### src/rtl/sd_sync_cleaner.sv
// sd_sync_cleaner: sits behind the scandoubler. Retimes vsync onto the hsync
// leading edge, regenerates hblank/vblank/de from porch/active counts and
// forces colour to zero outside the active window. Every output is one
// ce_pix cycle behind its inputs; colour and syncs leave on the same cycle.
//
// Vertical FSM
//   state    | meaning
//   V_SYNC   | vsync in progress, or waiting for a first full vsync after reset
//   V_BACK   | counting back-porch lines after vsync ended
//   V_ACTIVE | counting active lines
//   V_FRONT  | front porch, idle until vs_out falls again
module sd_sync_cleaner #(
    parameter int HCNT_WIDTH = 10,
    parameter int VCNT_WIDTH = 10,
    parameter int H_BP       = 48,
    parameter int H_ACT      = 640,
    parameter int V_BP       = 33,
    parameter int V_ACT      = 480
) (
    input  logic       clk_sys,
    input  logic       reset_n,
    input  logic       ce_pix,
    input  logic       hs_in,
    input  logic       vs_in,
    input  logic [5:0] r_in,
    input  logic [5:0] g_in,
    input  logic [5:0] b_in,
    output logic       hs_out,
    output logic       vs_out,
    output logic [5:0] r_out,
    output logic [5:0] g_out,
    output logic [5:0] b_out,
    output logic       de,
    output logic       hblank,
    output logic       vblank
);

    typedef enum logic [1:0] {
        V_SYNC   = 2'd0,
        V_BACK   = 2'd1,
        V_ACTIVE = 2'd2,
        V_FRONT  = 2'd3
    } vstate_t;

    localparam logic [HCNT_WIDTH-1:0] HCNT_MAX = '1;
    localparam logic [VCNT_WIDTH-1:0] VCNT_MAX = '1;

    vstate_t r_state;
    vstate_t w_state_nxt;

    logic [HCNT_WIDTH-1:0] r_hcnt;
    logic [HCNT_WIDTH-1:0] w_hcnt_nxt;
    logic [VCNT_WIDTH-1:0] r_vcnt;
    logic [VCNT_WIDTH-1:0] w_vcnt_nxt;
    logic [VCNT_WIDTH-1:0] w_vcnt_inc;

    logic       r_hs_prev;
    logic       r_hs_out;
    logic       r_vs_out;
    logic [5:0] r_r_out;
    logic [5:0] r_g_out;
    logic [5:0] r_b_out;
    logic       r_de;
    logic       r_hblank;
    logic       r_vblank;

    logic w_hs_fall;
    logic w_hs_rise;
    logic w_vs_fall;
    logic w_vs_rise;
    logic w_hact;
    logic w_vact_nxt;
    logic w_de_nxt;

    // Edge detection and counter next values; vsync is only ever sampled on hs_fall,
    // so a vs_in change in the same cycle as hs_fall is taken by that hs_fall.
    assign w_hs_fall  = ~hs_in & r_hs_prev;
    assign w_hs_rise  = hs_in & ~r_hs_prev;
    assign w_vs_fall  = w_hs_fall & r_vs_out & ~vs_in;
    assign w_vs_rise  = w_hs_fall & ~r_vs_out & vs_in;
    assign w_hcnt_nxt = w_hs_rise ? '0 : ((r_hcnt == HCNT_MAX) ? r_hcnt : r_hcnt + 1'b1);
    assign w_vcnt_inc = (r_vcnt == VCNT_MAX) ? r_vcnt : r_vcnt + 1'b1;

    // Horizontal tracking and retimed vsync; only advance on ce_pix.
    always_ff @(posedge clk_sys or negedge reset_n) begin
        if (!reset_n) begin
            r_hs_prev <= 1'b1;
            r_hcnt    <= '0;
            r_vs_out  <= 1'b1;
        end else if (ce_pix) begin
            r_hs_prev <= hs_in;
            r_hcnt    <= w_hcnt_nxt;
            if (w_hs_fall) begin
                r_vs_out <= vs_in;
            end
        end
    end

    // Vertical state register.
    always_ff @(posedge clk_sys or negedge reset_n) begin
        if (!reset_n) begin
            r_state <= V_SYNC;
            r_vcnt  <= '0;
        end else if (ce_pix) begin
            r_state <= w_state_nxt;
            r_vcnt  <= w_vcnt_nxt;
        end
    end

    // Vertical next state. Leaving V_SYNC needs a real vs_out rise, so a reset
    // mid-frame waits for a complete vsync before counting porch lines.
    always_comb begin
        w_state_nxt = r_state;
        w_vcnt_nxt  = r_vcnt;
        if (w_hs_fall) begin
            if (w_vs_fall) begin
                w_state_nxt = V_SYNC;
            end else begin
                case (r_state)
                    V_SYNC: begin
                        if (w_vs_rise) begin
                            w_vcnt_nxt = '0;
                            if (V_BP == 0) begin
                                w_state_nxt = V_ACTIVE;
                            end else begin
                                w_state_nxt = V_BACK;
                            end
                        end
                    end
                    V_BACK: begin
                        if (r_vcnt == VCNT_WIDTH'(V_BP - 1)) begin
                            w_state_nxt = V_ACTIVE;
                            w_vcnt_nxt  = '0;
                        end else begin
                            w_vcnt_nxt = w_vcnt_inc;
                        end
                    end
                    V_ACTIVE: begin
                        w_vcnt_nxt = w_vcnt_inc;
                        if (r_vcnt == VCNT_WIDTH'(V_ACT - 1)) begin
                            w_state_nxt = V_FRONT;
                        end
                    end
                    default: begin
                        w_state_nxt = r_state;
                    end
                endcase
            end
        end
    end

    // Output decode from the values the registers are about to take.
    always_comb begin
        w_hact     = hs_in && (32'(w_hcnt_nxt) >= H_BP) && (32'(w_hcnt_nxt) < H_BP + H_ACT);
        w_vact_nxt = (w_state_nxt == V_ACTIVE);
        w_de_nxt   = w_hact & w_vact_nxt;
    end

    // Output register: syncs, blanking, de and colour all move together.
    always_ff @(posedge clk_sys or negedge reset_n) begin
        if (!reset_n) begin
            r_hs_out <= 1'b1;
            r_r_out  <= '0;
            r_g_out  <= '0;
            r_b_out  <= '0;
            r_de     <= 1'b0;
            r_hblank <= 1'b1;
            r_vblank <= 1'b1;
        end else if (ce_pix) begin
            r_hs_out <= hs_in;
            r_r_out  <= w_de_nxt ? r_in : 6'd0;
            r_g_out  <= w_de_nxt ? g_in : 6'd0;
            r_b_out  <= w_de_nxt ? b_in : 6'd0;
            r_de     <= w_de_nxt;
            r_hblank <= ~w_hact;
            r_vblank <= ~w_vact_nxt;
        end
    end

    assign hs_out = r_hs_out;
    assign vs_out = r_vs_out;
    assign r_out  = r_r_out;
    assign g_out  = r_g_out;
    assign b_out  = r_b_out;
    assign de     = r_de;
    assign hblank = r_hblank;
    assign vblank = r_vblank;

endmodule

### config.mk
export PLATFORM = sky130hd
export DESIGN_NAME = sd_sync_cleaner
export DESIGN_NICKNAME = d
export VERILOG_FILES = /design/src/rtl/sd_sync_cleaner.sv
export SDC_FILE = /design/constraint.sdc
export NUM_CORES = 1
export LEC_CHECK = 0
export ABC_AREA = 1
export BUFFER_PORTS_ARGS = -buffer_cell sky130_fd_sc_hd__buf_2
export CORE_MARGIN = 2
export CORE_UTILIZATION = 40
export CTS_BUF_LIST = sky130_fd_sc_hd__clkbuf_8
export DETAILED_ROUTE_END_ITERATION = 8
export HOLD_SLACK_MARGIN = 0.15
export PLACE_DENSITY_LB_ADDON = 0.3
export SLEW_MARGIN = 20
export SYNTH_ARGS = -nofsm -noshare
export SYNTH_HDL_FRONTEND = slang
export SYNTH_SLANG_ARGS = --single-unit
### constraint.sdc
create_clock -name clk_sys -period 2 [get_ports clk_sys]
set_input_delay 0 -clock clk_sys [delete_from_list [all_inputs] [get_ports clk_sys]]
set_output_delay 0 -clock clk_sys [all_outputs]
set_load 0.03 [all_outputs]
# Yosys cells after proc, flatten, opt, wreduce, memory -nomap -nowiden
# Index checks and enable logic that the tools add are counted.
[classes]
n_addsub = 2
order_cmp = 2
n_eq_ne = 8
n_mux = 15
bitwise = 14
reduce_logical = 6
[ops]
columns = ["op", "count"]
rows = [
  ["10-bit 2-to-1 mux", 5],
  ["10-bit case mux with 3 select lines", 1],
  ["10-bit by 1-bit adder with 10-bit output, second input constant", 2],
  ["10-bit == test, second input constant", 2],
  ["6-bit 2-to-1 mux", 3],
  ["10-bit by 6-bit == test with 1-bit output, second input constant", 1],
  ["10-bit by 9-bit == test with 1-bit output, second input constant", 1],
  ["10-bit by 6-bit >= comparator with 1-bit output, second input constant", 1],
  ["10-bit less-than comparator, second input constant", 1],
  ["2-bit 2-to-1 mux", 5],
  ["1-bit bitwise AND", 7],
  ["1-bit NOT", 7],
  ["2-bit case mux with 3 select lines", 1],
  ["5-bit AND reduction", 1],
  ["2-bit == test, second input constant", 2],
  ["3-bit nonzero test", 1],
  ["2-bit by 1-bit == test with 1-bit output, second input constant", 1],
  ["1-bit logical AND", 2],
  ["2-bit logical NOT", 1],
  ["2-bit inequality test, second input constant", 1],
  ["2-bit AND reduction", 1],
]
[word_totals]
register_bits = 45
in_bits = 23
word_cells = 58

# Longest topological paths before layout
# Gate-level depths: netlist (run 1).
[depth]
word_depth = 11
mapped_depth = 14
depth_no_buf = 13

# Least setup slack after synthesis (run 1)
# Ideal clock, no wire load.
[synth_path]
path_kind = "register to register"
startpoint = "register, netlist name hs_out"
endpoint = "register r_vcnt[6]"
arrival_time_ps = 1666
slack_ps = 199
stages_incl_launch_ff = 11
path_buffers = 0
period_less_slack_ps = 1801
path_cell_list = "dfstp_2 -> inv_2 -> nor2_4 -> nand2_2 -> a21oi_2 -> nand3_2 -> nor2_2 -> nand2_2 -> nor2_2 -> xnor2_1 -> nor2_1"
[synth_rtl]
columns = ["element", "line", "source"]
rows = [
  ["to (signal assigned)", "106", "r_vcnt <= w_vcnt_nxt;"],
  ["to (decl)", "53", "logic [VCNT_WIDTH-1:0] r_vcnt;"],
]

# Final worst setup path (run 1)
[layout_path]
startpoint = "register r_hcnt[1]"
endpoint = "register r_g_out[0] (netlist: g_out[0])"
[layout_via]
elab_chain_len = 8
elab_cells_between_ends = 10
cone_classes = "add/sub: 1; order compare: 2; eq/ne: 1; mux: 3; bitwise: 1; reduce/logical: 2"
[layout_lines]
columns = ["element", "line", "source"]
rows = [
  ["from (decl)", "51", "logic [HCNT_WIDTH-1:0] r_hcnt;"],
  ["from (signal assigned)", "92", "r_hcnt <= w_hcnt_nxt;"],
  ["10-bit by 1-bit adder with 10-bit output or 10-bit == test (tied branches)", "81", "assign w_hcnt_nxt = w_hs_rise ? '0 : ((r_hcnt == HCNT_MAX) ? r_hcnt : r_hcnt + 1'b1);"],
  ["10-bit 2-to-1 mux * (2 in series)", "81", ""],
  ["10-bit by 6-bit >= comparator with 1-bit output", "154", "w_hact = hs_in && (32'(w_hcnt_nxt) >= H_BP) && (32'(w_hcnt_nxt) < H_BP + H_ACT);"],
  ["1-bit logical AND", "154", ""],
  ["1-bit logical AND *", "154", ""],
  ["1-bit bitwise AND *", "156", "w_de_nxt = w_hact & w_vact_nxt;"],
  ["6-bit 2-to-1 mux *", "172", "r_g_out <= w_de_nxt ? g_in : 6'd0;"],
  ["to (signal assigned)", "172", ""],
  ["to (decl)", "61", "logic [5:0] r_g_out;"],
]
# Every way passes the cells marked *; elsewhere a longest branch is shown, timed or not.
# A chain may end at the register's enable or synchronous reset.

==> results of run 1 <==
==> worst max path at each step <==
stage	to	slack [ns]	startpoint
CTS	g_out[0]$_DFFE_PN0P_	0.02	r_hcnt[1]$_DFFE_PN0P_
finish	g_out[0]$_DFFE_PN0P_	-0.03	r_hcnt[1]$_DFFE_PN0P_
global placement	g_out[2]$_DFFE_PN0P_	-0.24	r_hcnt[1]$_DFFE_PN0P_
global route	g_out[0]$_DFFE_PN0P_	-0.15	r_hcnt[1]$_DFFE_PN0P_
detailed placement	r_out[3]$_DFFE_PN0P_	-0.33	r_hcnt[1]$_DFFE_PN0P_
floorplan	r_vcnt[6]$_DFFE_PN0P_	0.20	hs_out$_DFFE_PN1P_
==> stage by stage <==
stage / utilization / area (µm²) / cells
after CTS: 0.5451 / 3266 / 485
after global routing: 0.6007 / 3598 / 496
after detailed placement: 0.4845 / 2903 / 451
after global placement: 0.4845 / 2903 / 451
final: 0.6007 / 3598 / 496
after floorplan: - / 2516 / 325
==> sequential cells by signal (all words and copies together) (netlist names) <==
signal / cells
b_out: 6
de: 1
g_out: 6
hblank: 1
hs_out: 1
r_hcnt: 10
r_out: 6
r_state: 2
r_vcnt: 10
vblank: 1
vs_out: 1
==> area by class of cell <==
class,instances,area (µm²),area share
multi-input combinational,241,1459,0.4054
tap,75,93.84,0.02608
timing repair buffer,94,700.7,0.1947
inverter,33,123.9,0.03442
clock buffer,5,68.82,0.01912
clock inverter,3,21.27,0.005911
sequential,45,1131,0.3143
==> worst reg2reg max path: stages, from the launching register on <==
cell     delay (ns)
dfrtp_1        0.42
ha_4           0.19
nand3_2        0.11
xor2_1         0.26
nand2_2        0.10
nand3_2        0.11
nand2_4        0.07
nor2_4         0.13
nor2_4         0.07
buf_4          0.14
nor2_4         0.20
nand3_1        0.10
nand2_1        0.08
==> synth_stat cells <==
cell       instances
nand3_1           33
ha_1               8
o22ai_1            1
a211oi_1           2
o21bai_1           2
nand3_2            6
nand3b_1           1
nand2_1          100
nand2_2            4
nor3_1             5
inv_2              1
a21oi_1            7
nor2_2             8
o2111ai_1          2
nor3b_1            1
o21ai_2            1
clkbuf_1           4
a21oi_2            1
nand4_1            4
xor2_1             2
o21ai_0           13
o21ai_1            1
xnor2_1            2
buf_4              1
dfstp_2            4
o31ai_1            1
nor2_1            29
o211ai_1           1
inv_1             32
nor2_4             2
nor4_1             2
buf_2              1
dfrtp_1           41
buf_6              2
==> cell usage in the layout, fill, tap and decap left out, types with 5 or more instances in the layout <==
| cell | n |
|---|---|
| buf_2 | 45 |
| buf_4 | 18 |
| clkbuf_8 | 5 |
| dfrtp_1 | 41 |
| dlygate4sd3_1 | 25 |
| ha_1 | 6 |
| inv_1 | 30 |
| nand2_1 | 91 |
| nand2_2 | 11 |
| nand3_1 | 19 |
| nand3_2 | 18 |
| nor2_1 | 25 |
| nor2_4 | 14 |
| nor3_1 | 5 |
| o21ai_0 | 12 |
==> power by group through the flow <==
stage / clock, mW / combinational (mW) / sequential [mW]
floorplan: 0 / 0.336 / 1.13
global placement: 0 / 0.512 / 1.13
detailed placement: 0 / 0.518 / 1.14
CTS: 0.607 / 0.564 / 1.12
global route: 0.649 / 0.748 / 1.16
finish: 0.577 / 0.672 / 1.14
==> cell families after synthesis <==
group	Yosys count	synth area share
flip-flops	45	0.4495
AO/OA/AOI/OAI	32	0.07608
adder cells (fa/ha/maj)	8	0.03978
buffers and inverters	41	0.06912
XOR/XNOR	4	0.01393
AND/OR/NAND/NOR	195	0.3516
==> layer usage <==
layer | vias up | global-route usage
met3 | 8 | 0.04175
met2 | 45 | 0.3292
met4 | 0 | 0.04471
met5 | - | 0
li1 | 1240 | -
met1 | 1188 | 0.2232
==> timing repair <==
item / CTS / global route
pin swaps: 1 / 26
hold buffers: 25 / 0
gates cloned: 1 / 3
setup endpoints to repair: 20 / 23
gates resized for setup: 4 / 56
buffers inserted: 0 / 8
hold endpoints to repair: 66 / 0
==> summary.txt, run 1 <==
Status
  – Status: finished with violations
  – Violated checks: setup timing

Power
  – Combinational share of power: 0.282
  – Pwr dens: approximately 660 mW/mm²
  – Net Switching: around 0.83 mW
  – Flop pwr share: 0.477
  – Design Power: between 2 and 2.5 mW
  – Net Sw Frac: 0.3491
  – Max VDD drop: around 360 µV
  – Clock power frac: 0.241
  – Int Pwr: around 1.6 mW
  – Lkg Pwr: around 1.7 nW

Worst setup path
  – Crit. End Element: register
  – Critical path class: register to register
  – R2R setup slack: -0.03 ns
  – CP required: approximately 2.2 ns
  – CP Buf/Inv Count: 1
  – Critical Path Most Common Cell: nor2_4
  – CP peak stage delay: between 0.4 and 0.5 ns
  – Startpoint Class: register
  – Crit Path Max Fanout: 5
  – Reg2reg start: r_hcnt[1]$_DFFE_PN0P_
  – WP depth: 12
  – Slowest cell on crit path: dfrtp_1
  – Reg2reg end: g_out[0]$_DFFE_PN0P_
  – Worst Path Arrival: about 2.3 ns
  – Delay-heaviest family, CP: simple AND/OR/NAND/NOR gates
  – Crit-path cells: ha_4 -> nand3_2 -> xor2_1 -> nand2_2 -> nand3_2 -> nand2_4 -> nor2_4 -> nor2_4 -> buf_4 -> nor2_4 -> nand3_1 -> nand2_1
  – FF-to-FF path depth: 12

Global routing
  – Pin count of the biggest net entering global routing: 46
  – GRT Total Usage: 0.1838
  – Initial antenna violation count: 0
  – First-pass GRT wire length: around 10 mm
  – GRT overflow: 0
  – Vias in the first global route: 2302

Timing
  – Fin crit share: 1.017
  – RSZ-0062 raised after global routing: yes
  – Clk_skew: roughly 0.01 ns
  – Worst-Margin Slew: 0.5760 ns
  – Post-Route Setup TNS: -0.2469 ns
  – Fmax: 491.5 MHz
  – Slew Viols, Final: 0
  – PnR worst setup slack: -0.03452 ns
  – Hold slack: 0.3030 ns
  – Fin. Hold Viols: 0
  – Final setup fails: 11
  – Max-slew headroom: 0.6160
  – Final min period: just over 2 ns

Detailed routing
  – Final ANT Viol Nets: 0
  – Wirelength per Cell: about 14 µm
  – DR vias/cell: 5.002
  – Detailed-route via count: between 2000 and 2500
  – Drt pass-1 iters: 5
  – DR iter-0 viols: around 130
  – WL met2: approximately 3.6 mm
  – Max Used Layer: met4
  – Routed length on met3: about 170 µm
  – DRC Markers: 0
  – Routed met1 length: 2.935 mm
  – Final WL: between 6 and 7 mm

Synthesis
  – Sequential share of the synthesized area: 0.4495
  – Unique masters post-synth: 34
  – Ranking of synthesized cells by area: dfrtp_1 41%, nand2_1 15%, nand3_1 6.6%
  – Syn Inst Count: around 330
  – Number of synthesized register bits: between 40 and 50
  – Syn Nets: between 300 and 400
  – Synth Cell Area: 0.002516 mm²
  – Syn_area_per_cell: 7.742 µm²
  – Yosys warning total: 0
  – Yosys top cell by area: dfrtp_1
  – Yosys top cell area share: 0.4078

Clock tree
  – H-tree levels: 2
  – Worst-Skew Late Latency: approximately 0.30 ns
  – Clk slew on worst S/H paths: 0.09 ns
  – Root Driver: clkbuf_8
  – CTS tree: done
  – CTS Buf Count: 5
  – Clock tree buffer depth: 2
  – Num Clock Sinks: 45

Run
  – Max-cap violation count: 0

Placement
  – Placer Congestion: between 0.8 and 0.9
  – Buffers added on ports: 45
  – Placement Setup Slack: -0.3282 ns
  – HPWL Detailed: 4.030 mm

Finish
  – Layout cells sized above 1: 0.3349
  – Ant diodes: 0
  – Final #Nets: 451
  – Area growth from synthesis to layout: 43.01%
  – Fill count: between 400 and 500

Hold path
  – Worst min path class: input port to async pin

Die
  – Die height: 83.31 µm
  – Initial Util: 0.4200
  – Die Area: ~0.007 mm²
  – Core area: between 0.005 and 0.006 mm²
  – # rows: 28
  – Die X: approximately 83 µm
  – IO Pins: 46
Power figures use the tool's default switching activity.
==> inputs of run 2 (changes only) <==
SKIP_CTS_REPAIR_TIMING = 1   (was default)
==> run 2 against run 1 <==
Net effect: the flow now finishes without violations; sequential share of layout area grew 0.93 points; final area shrank 2.9%; combinational power shrank 3.1%; worst hold slack lost 0.17 ns; cell count shrank 0.40%; maximum frequency grew 5.7%; clock skew is essentially flat; first-iteration DRC count shrank 16%.
==> summary.txt, run 2 (same netlist as run 1, synthesis figures left out) <==
Power
  – Pwr dens: 675.3 mW/mm²
  – Lkg Pwr: about 1.7 nW
  – Max VDD drop: between 300 and 400 µV
  – Design Power: roughly 2.4 mW

Worst setup path
  – CP required: approximately 2.2 ns
  – Worst Path Arrival: ~2.1 ns
  – Crit. End Element: register
  – Critical path class: register to register
  – Reg2reg start: r_hcnt[0]$_DFFE_PN0P_
  – Critical path startpoint: r_hcnt[0]$_DFFE_PN0P_
  – Crit Path Max Fanout: 6
  – Startpoint Class: register

Detailed routing
  – DRC Markers: 0
  – DR iter-0 viols: ~110
  – Final ANT Viol Nets: 0
  – Drt pass-1 iters: 4
  – DR vias/cell: 4.866
  – Final WL: approximately 6.5 mm
  – Detailed-route via count: 2404
  – Wirelength per Cell: roughly 13 µm

Timing
  – Final setup fails: 0
  – Slew Viols, Final: 0
  – Fin crit share: 0.9628
  – Clk_skew: about 0.01 ns
  – Fin. Hold Viols: 0
  – Fmax: a little over 500 MHz
  – Final min period: 1.926 ns
  – Worst-Margin Slew: between 0.5 and 0.6 ns
  – Max-slew headroom: 0.6084
  – RSZ-0062 raised after global routing: yes

Hold path
  – Worst min path class: input port to register
  – Hold Path Origin: ce_pix

Global routing
  – GRT overflow: 0
  – Pin count of the biggest net entering global routing: 46
  – GRT Total Usage: 0.1673
  – Initial antenna violation count: 0
  – Vias in the first global route: approximately 2200
  – First-pass GRT wire length: roughly 9.5 mm

Die
  – # rows: 28
  – Core area: ~0.006 mm²
  – Die Area: slightly below 0.007 mm²
  – Die height: approximately 83 µm
  – Die X: between 80 and 90 µm
  – IO Pins: 46
  – Initial Util: 0.4200

Placement
  – Placer Congestion: 0.8466
  – HPWL Detailed: 4.030 mm
  – Buffers added on ports: 45

Run
  – Max-cap violation count: 0

Status
  – Status: finished clean

Clock tree
  – CTS tree: done
  – H-tree levels: 2
  – Num Clock Sinks: 45
  – CTS Buf Count: 5
  – Root Driver: clkbuf_8
  – Clock tree buffer depth: 2
  – Clk slew on worst S/H paths: ~0.09 ns
  – Worst-Skew Late Latency: around 0.30 ns

Finish
  – Fill count: approximately 510
  – Ant diodes: 0
  – Most common cell after layout, fill and taps aside: nand2_1
  – Most frequent cells in the layout: 93 x nand2_1, 45 x buf_2, 41 x dfrtp_1, 30 x inv_1, 27 x nand3_1
  – Layout cells sized above 1: 0.3055
  – Top flop regs: r_hcnt x10, r_vcnt x10
  – Finished Core Util: 0.5833
  – Final #Nets: about 450
  – Area growth from synthesis to layout: 38.89%
==> run 2: where the power goes <==
part	total (mW)	leakage (nW)	internal (mW)	switching, mW
combinational	0.651	1.06	0.280	0.371
clock	0.575	0.0445	0.248	0.327
sequential	1.13	0.598	1.02	0.114
total	2.36	1.70	1.55	0.812
==> run 2: layout make-up <==
cell class	instances	area, µm²	share of cell area
clock inverter	3	21.27	0.006087
timing repair buffer	91	666.9	0.1908
clock buffer	5	68.82	0.01969
sequential	45	1131	0.3237
inverter	33	123.9	0.03545
multi-input combinational	242	1389	0.3974
tap	75	93.84	0.02685
==> run 2: metrics by stage <==
| step | hold WS (ns) | cell area [µm²] | TNS [ns] | cells | setup slack, ns |
|---|---|---|---|---|---|
| detailed placement | 0.1268 | 2903 | -5.391 | 451 | -0.3282 |
| floorplan | -0.2956 | 2516 | 0 | 325 | 0.1991 |
| global route | 0.1549 | 3495 | -1.034 | 494 | -0.07785 |
| finish | 0.1331 | 3495 | 0 | 494 | 0.07446 |
| CTS | -0.2083 | 2993 | -6.018 | 459 | -0.3475 |
| global placement | 0.1279 | 2903 | -4.154 | 451 | -0.2448 |
==> run 2: final timing paths <==
kind / cells after the start / to / slack, ns
worst max-delay path: 12 / r_out[3]$_DFFE_PN0P_ / 0.07
worst min-delay path: 5 / r_hcnt[4]$_DFFE_PN0P_ / 0.13
worst max register to register: 12 / r_out[3]$_DFFE_PN0P_ / 0.07
worst min register to register: 2 / r_out[0]$_DFFE_PN0P_ / 0.48
max in group asynchronous: 3 / g_out[0]$_DFFE_PN0P_ / 1.28
min in group asynchronous: 3 / r_hcnt[3]$_DFFE_PN0P_ / 0.31
==> run 2: per-layer routing <==
metal	part of all wire	track usage	vias up
met5	0	0	-
met4	0.0042	0.04769	0
met3	0.033	0.04076	2
met2	0.53	0.2947	44
met1	0.43	0.2028	1116
li1	-	-	1242
==> run 2: critical path, cell delays in order, from the launching register on <==
cell     delay [ns]
dfrtp_1        0.41
ha_4           0.16
nand2_2        0.07
nor2_4         0.17
nand3_4        0.14
nand3_2        0.11
nand3_1        0.08
nand2_2        0.11
nor2_2         0.06
nor2_4         0.27
nor2_4         0.11
nand3_1        0.09
nand2_1        0.05
